## config.mk

```make
export PLATFORM = sky130hd
export DESIGN_NAME = glb_stream_arbiter
export DESIGN_NICKNAME = d
export VERILOG_FILES = /design/src/rtl/glb_stream_arbiter.sv
export SDC_FILE = /design/constraint.sdc
export NUM_CORES = 1
export LEC_CHECK = 0
export BUFFER_PORTS_ARGS = -buffer_cell sky130_fd_sc_hd__buf_2
export CORE_MARGIN = 3
export CORE_UTILIZATION = 59
export CTS_BUF_LIST = sky130_fd_sc_hd__clkbuf_8
export CTS_CLUSTER_DIAMETER = 120
export DETAILED_ROUTE_END_ITERATION = 10
export PLACE_DENSITY_LB_ADDON = 0.12
export SETUP_SLACK_MARGIN = 0.2
export SLEW_MARGIN = 15
export SYNTH_ARGS = -nofsm -noshare
export SYNTH_HDL_FRONTEND = slang
export SYNTH_SLANG_ARGS = --single-unit
```

## constraint.sdc

```tcl
create_clock -name clk -period 3.9 [get_ports clk]
set_input_delay 0.78 -clock clk [delete_from_list [all_inputs] [get_ports clk]]
set_output_delay 0.78 -clock clk [all_outputs]
set_load 0.005 [all_outputs]
```

## src/rtl/glb_stream_arbiter.sv

```systemverilog
// glb_stream_arbiter
// Block-granular round-robin arbiter sharing one GLB-bound ready/valid channel
// among NUM_REQ length-prefixed streams. A block is a header word carrying the
// data word count N in its low LEN_WIDTH bits, followed by N data words. The
// arbiter owns one requester from header to last data word, so blocks never
// interleave on the shared channel.
//
// Ports:
//   clk          clock, all state updates on posedge
//   rst_n        asynchronous active-low reset
//   flush        synchronous clear, same effect as reset, highest priority
//   in_data      requester words, requester i at [i*DATA_WIDTH +: DATA_WIDTH]
//   in_valid     per-requester valid
//   in_ready     per-requester ready (only the owner may see ready)
//   out_data     shared channel word (combinational from the owner)
//   out_valid    shared channel valid
//   out_ready    shared channel ready
//   grant        one-hot current owner, 0 when idle
//   busy         high while a block is in flight
//   blocks_done  completed-block count since reset/flush (wraps at 2^16)
module glb_stream_arbiter #(
    parameter int NUM_REQ    = 2,
    parameter int DATA_WIDTH = 17,
    parameter int LEN_WIDTH  = 16
) (
    input  logic                          clk,
    input  logic                          rst_n,
    input  logic                          flush,
    input  logic [NUM_REQ*DATA_WIDTH-1:0] in_data,
    input  logic [NUM_REQ-1:0]            in_valid,
    output logic [NUM_REQ-1:0]            in_ready,
    output logic [DATA_WIDTH-1:0]         out_data,
    output logic                          out_valid,
    input  logic                          out_ready,
    output logic [NUM_REQ-1:0]            grant,
    output logic                          busy,
    output logic [15:0]                   blocks_done
);

    localparam int IDX_W = $clog2(NUM_REQ);

    typedef enum logic [1:0] {
        ST_IDLE   = 2'd0,
        ST_HEADER = 2'd1,
        ST_BODY   = 2'd2
    } state_e;

    state_e               state_q, state_d;
    logic [IDX_W-1:0]     owner_q, owner_d;
    logic [IDX_W-1:0]     rr_ptr_q, rr_ptr_d;
    logic [LEN_WIDTH-1:0] remaining_q, remaining_d;
    logic [15:0]          blocks_done_q, blocks_done_d;

    logic [DATA_WIDTH-1:0] granted_word_s;
    logic                  handshake_s;
    logic                  pick_found_s;
    logic [IDX_W-1:0]      pick_idx_s;
    logic                  found_hi_s;
    logic [IDX_W-1:0]      idx_hi_s;
    logic [IDX_W-1:0]      idx_lo_s;

    // Round-robin pick: lowest valid index at or above rr_ptr, else wrap to lowest valid.
    // Descending scans leave the lowest matching index in the result.
    always_comb begin
        found_hi_s = 1'b0;
        idx_hi_s   = '0;
        idx_lo_s   = '0;
        for (int i = NUM_REQ - 1; i >= 0; i--) begin
            if (in_valid[i] && (IDX_W'(i) >= rr_ptr_q)) begin
                found_hi_s = 1'b1;
                idx_hi_s   = IDX_W'(i);
            end else begin
                found_hi_s = found_hi_s;
            end
            if (in_valid[i]) begin
                idx_lo_s = IDX_W'(i);
            end else begin
                idx_lo_s = idx_lo_s;
            end
        end
        pick_found_s = |in_valid;
        if (found_hi_s) begin
            pick_idx_s = idx_hi_s;
        end else begin
            pick_idx_s = idx_lo_s;
        end
    end

    // Zero-latency pass-through from the owner; everything is quiet in IDLE.
    always_comb begin
        granted_word_s = '0;
        out_data       = '0;
        out_valid      = 1'b0;
        in_ready       = '0;
        grant          = '0;
        for (int i = 0; i < NUM_REQ; i++) begin
            if (owner_q == IDX_W'(i)) begin
                granted_word_s = in_data[i*DATA_WIDTH +: DATA_WIDTH];
            end else begin
                granted_word_s = granted_word_s;
            end
        end
        if (state_q != ST_IDLE) begin
            out_data = granted_word_s;
            for (int i = 0; i < NUM_REQ; i++) begin
                if (owner_q == IDX_W'(i)) begin
                    out_valid   = in_valid[i];
                    in_ready[i] = out_ready;
                    grant[i]    = 1'b1;
                end else begin
                    in_ready[i] = 1'b0;
                end
            end
        end else begin
            out_data = '0;
        end
    end

    assign handshake_s = out_valid & out_ready;
    assign busy        = (state_q != ST_IDLE);
    assign blocks_done = blocks_done_q;

    // Next-state: arbitrate in IDLE, count the block down, retire on the last word.
    always_comb begin
        logic complete_v;
        complete_v    = 1'b0;
        state_d       = state_q;
        owner_d       = owner_q;
        rr_ptr_d      = rr_ptr_q;
        remaining_d   = remaining_q;
        blocks_done_d = blocks_done_q;
        case (state_q)
            ST_IDLE: begin
                if (pick_found_s) begin
                    state_d = ST_HEADER;
                    owner_d = pick_idx_s;
                end else begin
                    state_d = ST_IDLE;
                end
            end
            ST_HEADER: begin
                if (handshake_s) begin
                    if (granted_word_s[LEN_WIDTH-1:0] == '0) begin
                        complete_v = 1'b1;
                    end else begin
                        remaining_d = granted_word_s[LEN_WIDTH-1:0];
                        state_d     = ST_BODY;
                    end
                end else begin
                    state_d = ST_HEADER;
                end
            end
            ST_BODY: begin
                if (handshake_s) begin
                    if (remaining_q == LEN_WIDTH'(1)) begin
                        complete_v = 1'b1;
                    end else begin
                        remaining_d = remaining_q - LEN_WIDTH'(1);
                    end
                end else begin
                    state_d = ST_BODY;
                end
            end
            default: begin
                state_d = ST_IDLE;
            end
        endcase
        // Completion hands top priority to the next requester after the owner.
        if (complete_v) begin
            state_d       = ST_IDLE;
            remaining_d   = '0;
            blocks_done_d = blocks_done_q + 16'd1;
            if (owner_q == IDX_W'(NUM_REQ - 1)) begin
                rr_ptr_d = '0;
            end else begin
                rr_ptr_d = owner_q + IDX_W'(1);
            end
        end else begin
            blocks_done_d = blocks_done_d;
        end
    end

    // State registers; flush abandons any in-flight block ahead of a same-cycle handshake.
    always_ff @(posedge clk or negedge rst_n) begin
        if (!rst_n) begin
            state_q       <= ST_IDLE;
            owner_q       <= '0;
            rr_ptr_q      <= '0;
            remaining_q   <= '0;
            blocks_done_q <= 16'd0;
        end else if (flush) begin
            state_q       <= ST_IDLE;
            owner_q       <= '0;
            rr_ptr_q      <= '0;
            remaining_q   <= '0;
            blocks_done_q <= 16'd0;
        end else begin
            state_q       <= state_d;
            owner_q       <= owner_d;
            rr_ptr_q      <= rr_ptr_d;
            remaining_q   <= remaining_d;
            blocks_done_q <= blocks_done_d;
        end
    end

endmodule

```

=== After elaboration in Yosys (flattened, before gate mapping) ===
Index checks and enable logic that the tools add are counted.

* $add $sub $neg: 3
* Multipliers: 0
* Div/mod/pow operators: 0
* Magnitude comparators: 2
* Equal/unequal tests: 9
* Shift-type cells: 0
* Muxes and demuxes: 43
* Bitwise logic cells: 1
* Reduce and logical (&&, ||, !) cells: 13

{| class="wikitable"
|+ Operator list
! cell !! number
|-
| $mux 16 || 8
|-
| $mux 17 || 2
|-
| $pmux 16 s2 || 1
|-
| $mux 1 || 23
|-
| $ne 4x4->1 const B || 5
|-
| $add 16x1->16 const B || 1
|-
| $eq 16x1->1 const B || 1
|-
| $logic_not 16->1 || 1
|-
| $sub 16x1->16 const B || 1
|-
| $mux 2 || 7
|-
| $reduce_bool 2->1 || 4
|-
| $pmux 2 s3 || 1
|-
| $ne 5x5->1 const B || 1
|-
| $reduce_and 5->1 || 1
|-
| $reduce_and 2->1 || 2
|-
| $reduce_bool 4->1 || 1
|-
| $eq 2x1->1 const B || 1
|-
| $eq 2x2->1 const B || 1
|-
| $ge 1x1->1 const A || 2
|-
| $logic_and 1x1->1 || 2
|-
| $logic_not 2->1 || 1
|-
| $pmux 1 s2 || 1
|-
| $reduce_or 2->1 || 1
|-
| $add 1x1->1 const B || 1
|-
| $and 1x1->1 || 1
|}

* Register bits after elaboration: 36
* Latch bits: 0
* RAM bits: 0
* Memory bits (read-only): 0
* Input port bits: 40
* Word-level logic and storage cells: 76
* Memories kept: 0

=== Logic depth before layout (Yosys ltp) ===
Gate-level depths: netlist of the first run.

* Depth after elaboration: 8
* Mapped depth: 11
* Gate-level depth less buffers: 8

=== Least setup slack after synthesis of the first run ===
No wires, ideal clock.

* Path type: input to register
* From: in in_data[9]
* To: reg blocks_done_q[10], in the netlist blocks_done[10]
* Setup time: 0.078 ns
* Data arrival time: 2.601 ns
* Data required time: 3.822 ns
* Slack: 1.221 ns
* Stages on the path: 7
* Path through: or4_1 nor4_2 o221a_4 a21oi_2 buf_6 or4_1 a21oi_1

* Longest elaborated chain between the ends: 6

{| class="wikitable"
|+ Ends and longest elaborated chain
! item !! RTL line !! RTL
|-
| from (decl) || 29 || <nowiki>input logic [NUM_REQ*DATA_WIDTH-1:0] in_data,</nowiki>
|-
| $mux 17 || 97 || <nowiki>if (owner_q == IDX_W'(i)) begin</nowiki>
|-
| $logic_not 16->1 || 143 || <nowiki>if (granted_word_s[LEN_WIDTH-1:0] == '0) begin</nowiki>
|-
| $mux 1 || 143 ||
|-
| $mux 1 || 142 || <nowiki>if (handshake_s) begin</nowiki>
|-
| $pmux 1 s2 || 132 || <nowiki>case (state_q)</nowiki>
|-
| $reduce_bool 2->1 (no source line) || -- ||
|-
| to (signal assigned) || 202 || <nowiki>blocks_done_q <= blocks_done_d;</nowiki>
|-
| to (decl) || 52 || <nowiki>logic [15:0] blocks_done_q, blocks_done_d;</nowiki>
|}

No other way between the ends.
A chain may end at the register's enable or synchronous reset.

=== Worst setup path in the final report of the first run ===
* From: reg owner_q
* To: reg remaining_q[7]

* Longest elaborated chain between the ends: 7
* Elaborated cells on any way between the ends: 20

{| class="wikitable"
|+ Ends and longest elaborated chain
! item !! RTL line !! RTL
|-
| from (decl) || 49 || <nowiki>logic [IDX_W-1:0] owner_q, owner_d;</nowiki>
|-
| from (signal assigned) || 199 || <nowiki>owner_q <= owner_d;</nowiki>
|-
| $mux 17 / $mux 1 (equally long branches) || 97, 106 ||
|-
| $logic_not 16->1 / $mux 1 (equally long branches) || 143, 103 ||
|-
| $mux 1 / $and 1x1->1 (equally long branches) || 143, 119 ||
|-
| $mux 1 (on tied branches) || 142, 154 ||
|-
| $pmux 1 s2 || 132 ||
|-
| $ne 4x4->1 (no source line), or another cell as far along || -- ||
|-
| $reduce_and 5->1 (no source line) / $mux 16 (equally long branches) || -- ||
|-
| to (signal assigned) || 201 || <nowiki>remaining_q <= remaining_d;</nowiki>
|-
| to (decl) || 51 || <nowiki>logic [LEN_WIDTH-1:0] remaining_q, remaining_d;</nowiki>
|}

Several ways; a longest one is shown, not always the timed one. The select of a mux whose other input is x is not followed.

==> impl_metrics.toml, run 1 <==
[timing]
finalClockSkew_ps = 2.881
max_slew_margin = 0.4010
hold_viol_final = 0
rsz0062_at_grt = "false"
hold_slack_ps = 521.5
finalCritPeriodShare = 0.7658
fin_tns_setup_ps = 0
finalSetupViolations = 0
maxSlewViolCount = 0
tightest_slew_ps = 891.6
timing.fmax_mhz = 334.8
fin_crit_ps = 2986

[cts]
postCtsSetupBuffers = 0
clkTransAtPathRegs_ps = 70
cts_buffers = 5
cts_buffer_depth = 2
hold_buffers = 0
cts_tree = "yes"
ctsRootBufferMaster = "clkbuf_8"
post_cts_resized = 0
insertion_delay_ps = 290
htree_num_levels = 2
cts_num_sinks = 36

[cells_and_area]
nFillCells = 340
final_common_cell = "buf_2"
fin_area_um2 = 3382
finish.net_count = 465
synthToLayoutAreaGrowth_pct = 17.68
drive_above_1_share = 0.2601
n_antenna_cell = 0
layout_common_cells = "buf_2, nor2_1, dfrtp_1, a21oi_1, nand2_1"

[logic_synthesis]
synth_area_um2 = 2874
yosysTopAreaCell = "dfrtp_1"
ys_warn_count = 0
synth-xor-area-share = 0.003047
synth_cells = 347
synth_top_area_share = 0.3135
synth.area.mux_share = 0.08141
synthSimpleGateAreaFrac = 0.2939
avgSynthCellArea_um2 = 8.282
synth_edf_count = 0
ys_ff_latch = 36
async_flop_share = 1.000
yosysUniqueCellTypes = 59
synth-compound-area-share = 0.2225
synthAdderAreaFrac = 0.03047
synth.area.top_cells = "dfrtp_1, mux2i_1, nor2_1, a21oi_1, or4_1"
synthesis.nets = 394
synth_top_family_by_area = "simple AND/OR/NAND/NOR gates"
yosysSeqAreaShare = 0.3135
ys.flop_type = "dfrtp_1"

[floorplanning]
fp.coreArea_um2 = 4534
start_util = 0.6338
die_area_um2 = 5745
die_w_um = 75.80
rows = 24
die_y_um = 75.80
io_pins = 79

[routing]
routed_via_density = 6.411
drtIter0Drc = 329
vias = 3103
drcViolationCount = 0
first_pass_iters = 5
routed_wl_mm = 8.130
routedWlPerCell_um = 16.80
final_antenna_net_count = 0

[place]
placed_cell_area_um2 = 3288
dp_hpwl_mm = 6.083
place_congestion = 0.9656
io_buffers = 78

[grt]
grt_overflow = 0
antenna_found_initial = 0
grt_pass1_vias = 2576
grt_pass1_wl_mm = 12.47
grt_usage = 0.2820
grt_max_degree = 37

[worst_setup_path]
worstPathArrival_ps = 3190
cpMaxStageDelayCell = "dfrtp_1"
worstPathRequired_ps = 4110
path_buf_inv = 1
crit_chain = "buf_4 > nor4_4 > o221a_4 > a211o_1 > or3_1 > o211ai_1"
r2r-start = "owner_q$_DFFE_PN0P_"
reg2reg_setup_slack_ps = 910
end_kind = "flop"
worstPathMaxFanout = 18
cpPeakStageDelay_ps = 790
crit_cells = 6
crit_family = "compound AO/OA/AOI/OAI gates"
crit_end = "remaining_q[7]$_DFFE_PN0P_"
setup.worst_path.start = "owner_q$_DFFE_PN0P_"
start_kind = "flop"
r2r_cells = 6
crit_type = "flop to flop"
rr_endpoint = "remaining_q[7]$_DFFE_PN0P_"

[power]
p_leak_nw = 1.572
p_per_area_nw_per_um2 = 268.9
ir_worst_vdd_mv = 0.2052

[hold_path]
hold_path.class = "flop to flop"

[status]
status = "complete, no violations"

[job]
drv_cap = 0
cells in the mapped netlist (2+ instances only):
cell type / instances
a21oi_1: 24
a31oi_1: 14
a32oi_1: 2
and2_1: 2
and3_1: 6
and4_1: 3
buf_1: 2
buf_6: 3
clkbuf_1: 13
dfrtp_1: 36
ha_1: 7
inv_1: 17
mux2_2: 3
mux2i_1: 20
nand2_1: 23
nand2b_1: 3
nand3_1: 16
nor2_1: 51
nor2b_1: 3
nor3_1: 5
nor4_1: 3
nor4_2: 2
nor4_4: 2
o211ai_1: 4
o21a_1: 2
o21ai_0: 8
o221ai_1: 5
o22ai_1: 7
o2bb2ai_1: 4
o31ai_1: 12
or3_1: 3
or4_1: 13
or4_4: 2
or4b_1: 2
kinds of logic after synthesis:
family | Yosys count
AO/OA/AOI/OAI | 94
XOR/XNOR | 1
adder cells (fa/ha/maj) | 7
buffers and inverters | 36
flip-flops | 36
multiplexers | 23
AND/OR/NAND/NOR | 150
worst min-delay path by stage:
stage | slack (ps) | to | startpoint | depth (start not counted)
finish | 520 | remaining_q[12]$_DFFE_PN0P_ | remaining_q[12]$_DFFE_PN0P_ | 1
global route | 550 | remaining_q[12]$_DFFE_PN0P_ | remaining_q[12]$_DFFE_PN0P_ | 1
detailed placement | 500 | remaining_q[12]$_DFFE_PN0P_ | remaining_q[12]$_DFFE_PN0P_ | 1
floorplan | 460 | remaining_q[12]$_DFFE_PN0P_ | remaining_q[12]$_DFFE_PN0P_ | 1
global placement | 480 | remaining_q[12]$_DFFE_PN0P_ | remaining_q[12]$_DFFE_PN0P_ | 1
CTS | 520 | remaining_q[12]$_DFFE_PN0P_ | remaining_q[12]$_DFFE_PN0P_ | 1
metrics by stage:
step	worst slack (ps)	utilization	total power, mW	std cells
global placement	895.3	0.7252	0.6309	476
detailed placement	793.7	0.7252	0.6330	476
global route	818.0	0.7459	0.9629	484
floorplan	1221	-	0.5416	347
finish	913.5	0.7459	0.9093	484
CTS	969.1	0.7459	0.9107	484
layer usage:
metal / global-route usage / up-vias / wire [um]
li1: - / 1453 / -
met1: 0.4188 / 1454 / 3586
met2: 0.4097 / 183 / 3620
met3: 0.05805 / 13 / 839
met4: 0.08738 / 0 / 84
met5: 0 / - / 0
layout make-up:
class	instances	area, um^2	share of cell area
clock buffer	6	82.58	0.02442
multi-input combinational	275	1814	0.5364
sequential	36	900.9	0.2664
timing repair buffer	83	427.9	0.1265
tap	65	81.33	0.02405
clock inverter	2	11.26	0.003330
inverter	17	63.81	0.01887
where the power goes:
part / switching (mW) / internal, mW / leakage [nW]
clock: 0.136 / 0.141 / 0.0486
combinational: 0.145 / 0.0940 / 1.02
sequential: 0.0126 / 0.380 / 0.500
total: 0.294 / 0.615 / 1.57
flip-flops by register name (all words and copies together) (netlist names):
name / flops
state_q: 2
rr_ptr_q: 1
owner_q: 1
blocks_done: 16
remaining_q: 16
No activity file was read; power rests on OpenSTA's default activity.
==> run 2: changes to the inputs <==
--- a/config.mk
+++ b/config.mk
@@ -7,7 +7,7 @@
 export LEC_CHECK = 0
 export BUFFER_PORTS_ARGS = -buffer_cell sky130_fd_sc_hd__buf_2
 export CORE_MARGIN = 3
-export CORE_UTILIZATION = 59
+export CORE_UTILIZATION = 49
 export CTS_BUF_LIST = sky130_fd_sc_hd__clkbuf_8
 export CTS_CLUSTER_DIAMETER = 120
 export DETAILED_ROUTE_END_ITERATION = 10
==> constraint.sdc (replaced) <==
create_clock -name clk -period 2.4 [get_ports clk]
set_input_delay 0.48 -clock clk [delete_from_list [all_inputs] [get_ports clk]]
set_output_delay 0.48 -clock clk [all_outputs]
set_load 0.005 [all_outputs]
==> impl_metrics.toml, run 2 (synthesized netlist as in run 1, its figures left out) <==
[cells_and_area]
nFillCells = 416
final_common_cell = "buf_2"
fin_area_um2 = 4167
regArea_um2 = 904.6
multi_input_area_um2 = 2113
finish.net_count = 518
fin_cells = 544
layout_common_cells = "buf_2, nor2_1, buf_4, dfrtp_1"
synthToLayoutAreaGrowth_pct = 44.97
drive_above_1_share = 0.4386
n_antenna_cell = 0

[worst_setup_path]
cpPeakStageDelay_ps = 590
crit_chain = "or4_4 > nor4_4 > and4_4 > a211oi_4 > or4_1 > a21oi_1"
end_kind = "flop"
rr_endpoint = "blocks_done[12]$_DFFE_PN0P_"
cpMaxStageDelayCell = "or4_4"
worstPathRequired_ps = 2610
worstPathArrival_ps = 2500
reg2reg_setup_slack_ps = 110
worstPathMaxFanout = 5
crit_type = "flop to flop"
r2r-start = "remaining_q[11]$_DFFE_PN0P_"
setup.worst_path.start = "remaining_q[11]$_DFFE_PN0P_"
start_kind = "flop"
r2r_cells = 6

[cts]
cts_buffer_depth = 2
htree_num_levels = 2
ctsRootBufferMaster = "clkbuf_8"
insertion_delay_ps = 300
cts_buffers = 5
hold_buffers = 0
cts_num_sinks = 36
cts_tree = "yes"
clkTransAtPathRegs_ps = 80

[timing]
finalSetupViolations = 0
finalClockSkew_ps = 18.05
max_slew_margin = 0.4639
tightest_slew_ps = 804.2
maxSlewViolCount = 0
rsz0062_at_grt = "true"
finalCritPeriodShare = 0.9536
hold_viol_final = 0
fin_tns_setup_ps = 0
fin_crit_ps = 2289
timing.fmax_mhz = 437.0

[floorplanning]
io_pins = 79
die_area_um2 = 6820
rows = 27
fp.coreArea_um2 = 5608
start_util = 0.5125
die_y_um = 82.59
die_w_um = 82.59

[power]
ir_worst_vdd_mv = 0.4849
clock_power_share = 0.337
p_per_area_nw_per_um2 = 426.6
internal_power_mw = 1.234
p_sw_frac = 0.3056
p_leak_nw = 1.920
switchingPower_mw = 0.5431
comb_power_share = 0.306
seqPwrFrac = 0.356

[grt]
grt_max_degree = 37
grt_pass1_wl_mm = 14.65
grt_usage = 0.2768
antenna_found_initial = 0
grt_pass1_vias = 3005
grt_overflow = 0

[routing]
routed_wl_mm = 9.685
routed_via_density = 6.158
routedWlPerCell_um = 17.80
drtIter0Drc = 382
final_antenna_net_count = 0
vias = 3350
first_pass_iters = 7
drcViolationCount = 0

[place]
place_congestion = 0.9528
placed_cell_area_um2 = 3555
dp_hpwl_mm = 6.484
io_buffers = 78
place_inst = 514

[job]
drv_cap = 0

[hold_path]
hold_path.class = "input port to asynchronous set/reset pin"

[status]
status = "complete, no violations"
==> run 2: cell count changes in the layout (fill, tap and decap cells not counted), sizes merged <==
cell	before	now
buf	83	133
inv	18	17
a21oi	25	27
bufinv	0	1
clkbuf	6	8
clkinvlp	1	0
==> run 2: through the flow <==
step                      hold WS, ps    util  power (mW)  setup slack, ps
after floorplan                 184.4       -      0.8818            31.33
after global placement          486.6  0.6339       1.078           -145.7
after detailed placement        483.2  0.6339       1.082           -215.4
after CTS                       302.3  0.6957       1.702            142.5
after global routing            327.3  0.7430       1.850            45.55
final                           264.8  0.7430       1.777            111.5
==> run 2: what timing repair did <==
action,CTS,global route
gates resized for setup,22,38
hold endpoints to repair,0,0
pin swaps,11,12
setup buffers,11,8
cloned,2,1
setup endpoints to repair,43,33
==> run 2: per-layer routing <==
layer  up-vias  global-route usage  part of all wire
met4         0             0.07516             0.019
met3        24             0.05531             0.093
met1      1575              0.3822              0.42
met5         -                   0                 0
li1       1561                   -                 -
met2       190              0.4399              0.47
==> run 2: how the worst max path moves through the flow <==
| stage | to | depth (start not counted) |
|---|---|---|
| 6_report | blocks_done[12]$_DFFE_PN0P_ | 6 |
| 3_5_place_dp | blocks_done[6]$_DFFE_PN0P_ | 7 |
| 4_1_cts | blocks_done[12]$_DFFE_PN0P_ | 6 |
| 2_1_floorplan | remaining_q[11]$_DFFE_PN0P_ | 8 |
| 3_3_place_gp | blocks_done[8]$_DFFE_PN0P_ | 7 |
| 5_1_grt | remaining_q[14]$_DFFE_PN0P_ | 9 |
==> run 2: power groups by stage <==
stage	clock, mW	sequential, mW	combinational (mW)
final	0.599	0.633	0.545
after global placement	0	0.643	0.435
after global routing	0.625	0.635	0.591
after detailed placement	0	0.643	0.439
after CTS	0.596	0.631	0.475
after floorplan	0	0.640	0.242
==> run 2: layout make-up <==
class	instances	share of cell area
Timing Repair Buffer	134	0.2084
Multi-Input combinational cell	277	0.5072
Clock inverter	1	0.007207
Sequential cell	36	0.2171
Clock buffer	7	0.02312
Tap cell	72	0.02162
Inverter	17	0.01532
==> run 2: critical path, delay by kind of cell, from the launching register on <==
kind | cells | cell delay (ps)
and+or+nand+nor | 4 | 1620
AOI/OAI and AO/OA | 2 | 190
DFF | 1 | 390
==> run 3: changes to the inputs <==
--- a/config.mk
+++ b/config.mk
@@ -7,7 +7,7 @@
 export LEC_CHECK = 0
 export BUFFER_PORTS_ARGS = -buffer_cell sky130_fd_sc_hd__buf_2
 export CORE_MARGIN = 3
-export CORE_UTILIZATION = 49
+export CORE_UTILIZATION = 59
 export CTS_BUF_LIST = sky130_fd_sc_hd__clkbuf_8
 export CTS_CLUSTER_DIAMETER = 120
 export DETAILED_ROUTE_END_ITERATION = 10
==> constraint.sdc (replaced) <==
create_clock -name clk -period 2.7 [get_ports clk]
set_input_delay 0.54 -clock clk [delete_from_list [all_inputs] [get_ports clk]]
set_output_delay 0.54 -clock clk [all_outputs]
set_load 0.005 [all_outputs]
==> impl_metrics.toml, run 3 (synthesized netlist as in run 1, its figures left out) <==
[timing]
finalCritPeriodShare = 0.8923
hold_slack_ps = 344.7
maxSlewViolCount = 0
finalSetupViolations = 0
rsz0062_at_grt = "false"
timing.fmax_mhz = 415.1
fin_crit_ps = 2409
hold_viol_final = 0
tightest_slew_ps = 820.2
finalClockSkew_ps = 8.558
max_slew_margin = 0.4532

[routing]
routed_wl_mm = 8.719
drtIter0Drc = 237
final_antenna_net_count = 0
drcViolationCount = 0
vias = 3131
routed_via_density = 6.300
first_pass_iters = 5
routedWlPerCell_um = 17.54

[job]
drv_cap = 0

[cts]
ctsRootBufferMaster = "clkbuf_8"
cts_tree = "yes"
htree_num_levels = 2
hold_buffers = 0
clkTransAtPathRegs_ps = 70
postCtsSetupBuffers = 0
cts_buffers = 5
cts_buffer_depth = 2
cts_num_sinks = 36
insertion_delay_ps = 290

[worst_setup_path]
crit_type = "flop to flop"
crit_path_frequent_cell = "or4_1"
worstPathArrival_ps = 2620
path_buf_inv = 0
end_kind = "flop"
crit_chain = "or4_1 > o22ai_2 > o221a_4 > a211oi_2 > or4_1 > a21oi_2"
crit_family = "simple AND/OR/NAND/NOR gates"
worstPathMaxFanout = 9
worstPathRequired_ps = 2910
cpMaxStageDelayCell = "or4_1"
start_kind = "flop"
cpPeakStageDelay_ps = 570

[grt]
grt_usage = 0.2982
grt_pass1_wl_mm = 13.10
grt_pass1_vias = 2696
grt_overflow = 0
antenna_found_initial = 0
grt_max_degree = 37

[power]
ir_worst_vdd_mv = 0.3593
p_per_area_nw_per_um2 = 371.3
p_leak_nw = 1.643

[cells_and_area]
drive_above_1_share = 0.3194
finish.net_count = 478
fin_cells = 497
layout_common_cells = "buf_2, nor2_1, dfrtp_1, nand2_1, a21oi_1"
synthToLayoutAreaGrowth_pct = 24.47
final_common_cell = "buf_2"
nFillCells = 337
n_antenna_cell = 0

[floorplanning]
die_w_um = 75.80
fp.coreArea_um2 = 4534
rows = 24
io_pins = 79
start_util = 0.6338
die_y_um = 75.80
die_area_um2 = 5745

[place]
place_inst = 489
io_buffers = 78
place_congestion = 0.9539
dp_hpwl_mm = 6.521

[hold_path]
hold_path.class = "input port to asynchronous set/reset pin"

[status]
status = "complete, no violations"
==> run 3: per-layer routing <==
metal,share of wire,GRT usage,vias to the layer above
met4,0.010,0.07184,0
li1,-,-,1475
met3,0.068,0.05013,11
met5,0,0,-
met1,0.45,0.4211,1514
met2,0.47,0.4762,131
==> run 3: worst paths after layout <==
path,startpoint,cells after the start,endpoint,slack (ps)
min in group clk,remaining_q[12]$_DFFE_PN0P_,1,remaining_q[12]$_DFFE_PN0P_,510
hold reg to reg,remaining_q[12]$_DFFE_PN0P_,1,remaining_q[12]$_DFFE_PN0P_,510
hold / removal,rst_n,1,blocks_done[12]$_DFFE_PN0P_,340
max in group asynchronous,rst_n,1,state_q[0]$_DFFE_PN0P_,1790
setup / recovery,owner_q$_DFFE_PN0P_,6,blocks_done[12]$_DFFE_PN0P_,290
setup reg to reg,owner_q$_DFFE_PN0P_,6,blocks_done[12]$_DFFE_PN0P_,290
==> run 3: area by class of cell <==
class	count	area (um^2)	area share
multi-input cells	275	1904	0.5324
flip-flops and latches	36	904.6	0.2529
repair buffers	96	538.0	0.1504
well taps	65	81.33	0.02274
clock buffers	5	68.82	0.01924
inverters	17	63.81	0.01784
clock inverters	3	16.27	0.004547
==> run 3: what timing repair did <==
action	CTS	global route
pin swaps	0	2
resized for setup	4	18
setup endpoints to repair	24	35
==> run 3: power by group <==
group,leakage (nW),switching [mW],internal [mW]
combinational,1.10,0.226,0.164
clock,0.0507,0.196,0.177
sequential,0.496,0.0154,0.549
==> run 3: worst register-to-register path, delay by kind of cell (launching register included) <==
kind | cells | cell delay [ps]
AND/OR/NAND/NOR | 2 | 1120
AO/OA/AOI/OAI | 4 | 750
flip-flops | 1 | 470
==> run 3: metrics by stage <==
step | area, um^2 | TNS [ps] | util | power [mW] | setup WS [ps]
finish | 3577 | 0 | 0.7889 | 1.328 | 290.9
global route | 3577 | 0 | 0.7889 | 1.398 | 191.2
CTS | 3501 | 0 | 0.7721 | 1.317 | 169.4
detailed placement | 3398 | -112.6 | 0.7494 | 0.9410 | -35.68
global placement | 3398 | -28.41 | 0.7494 | 0.9346 | -6.413
floorplan | 2874 | 0 | - | 0.7823 | 261.2
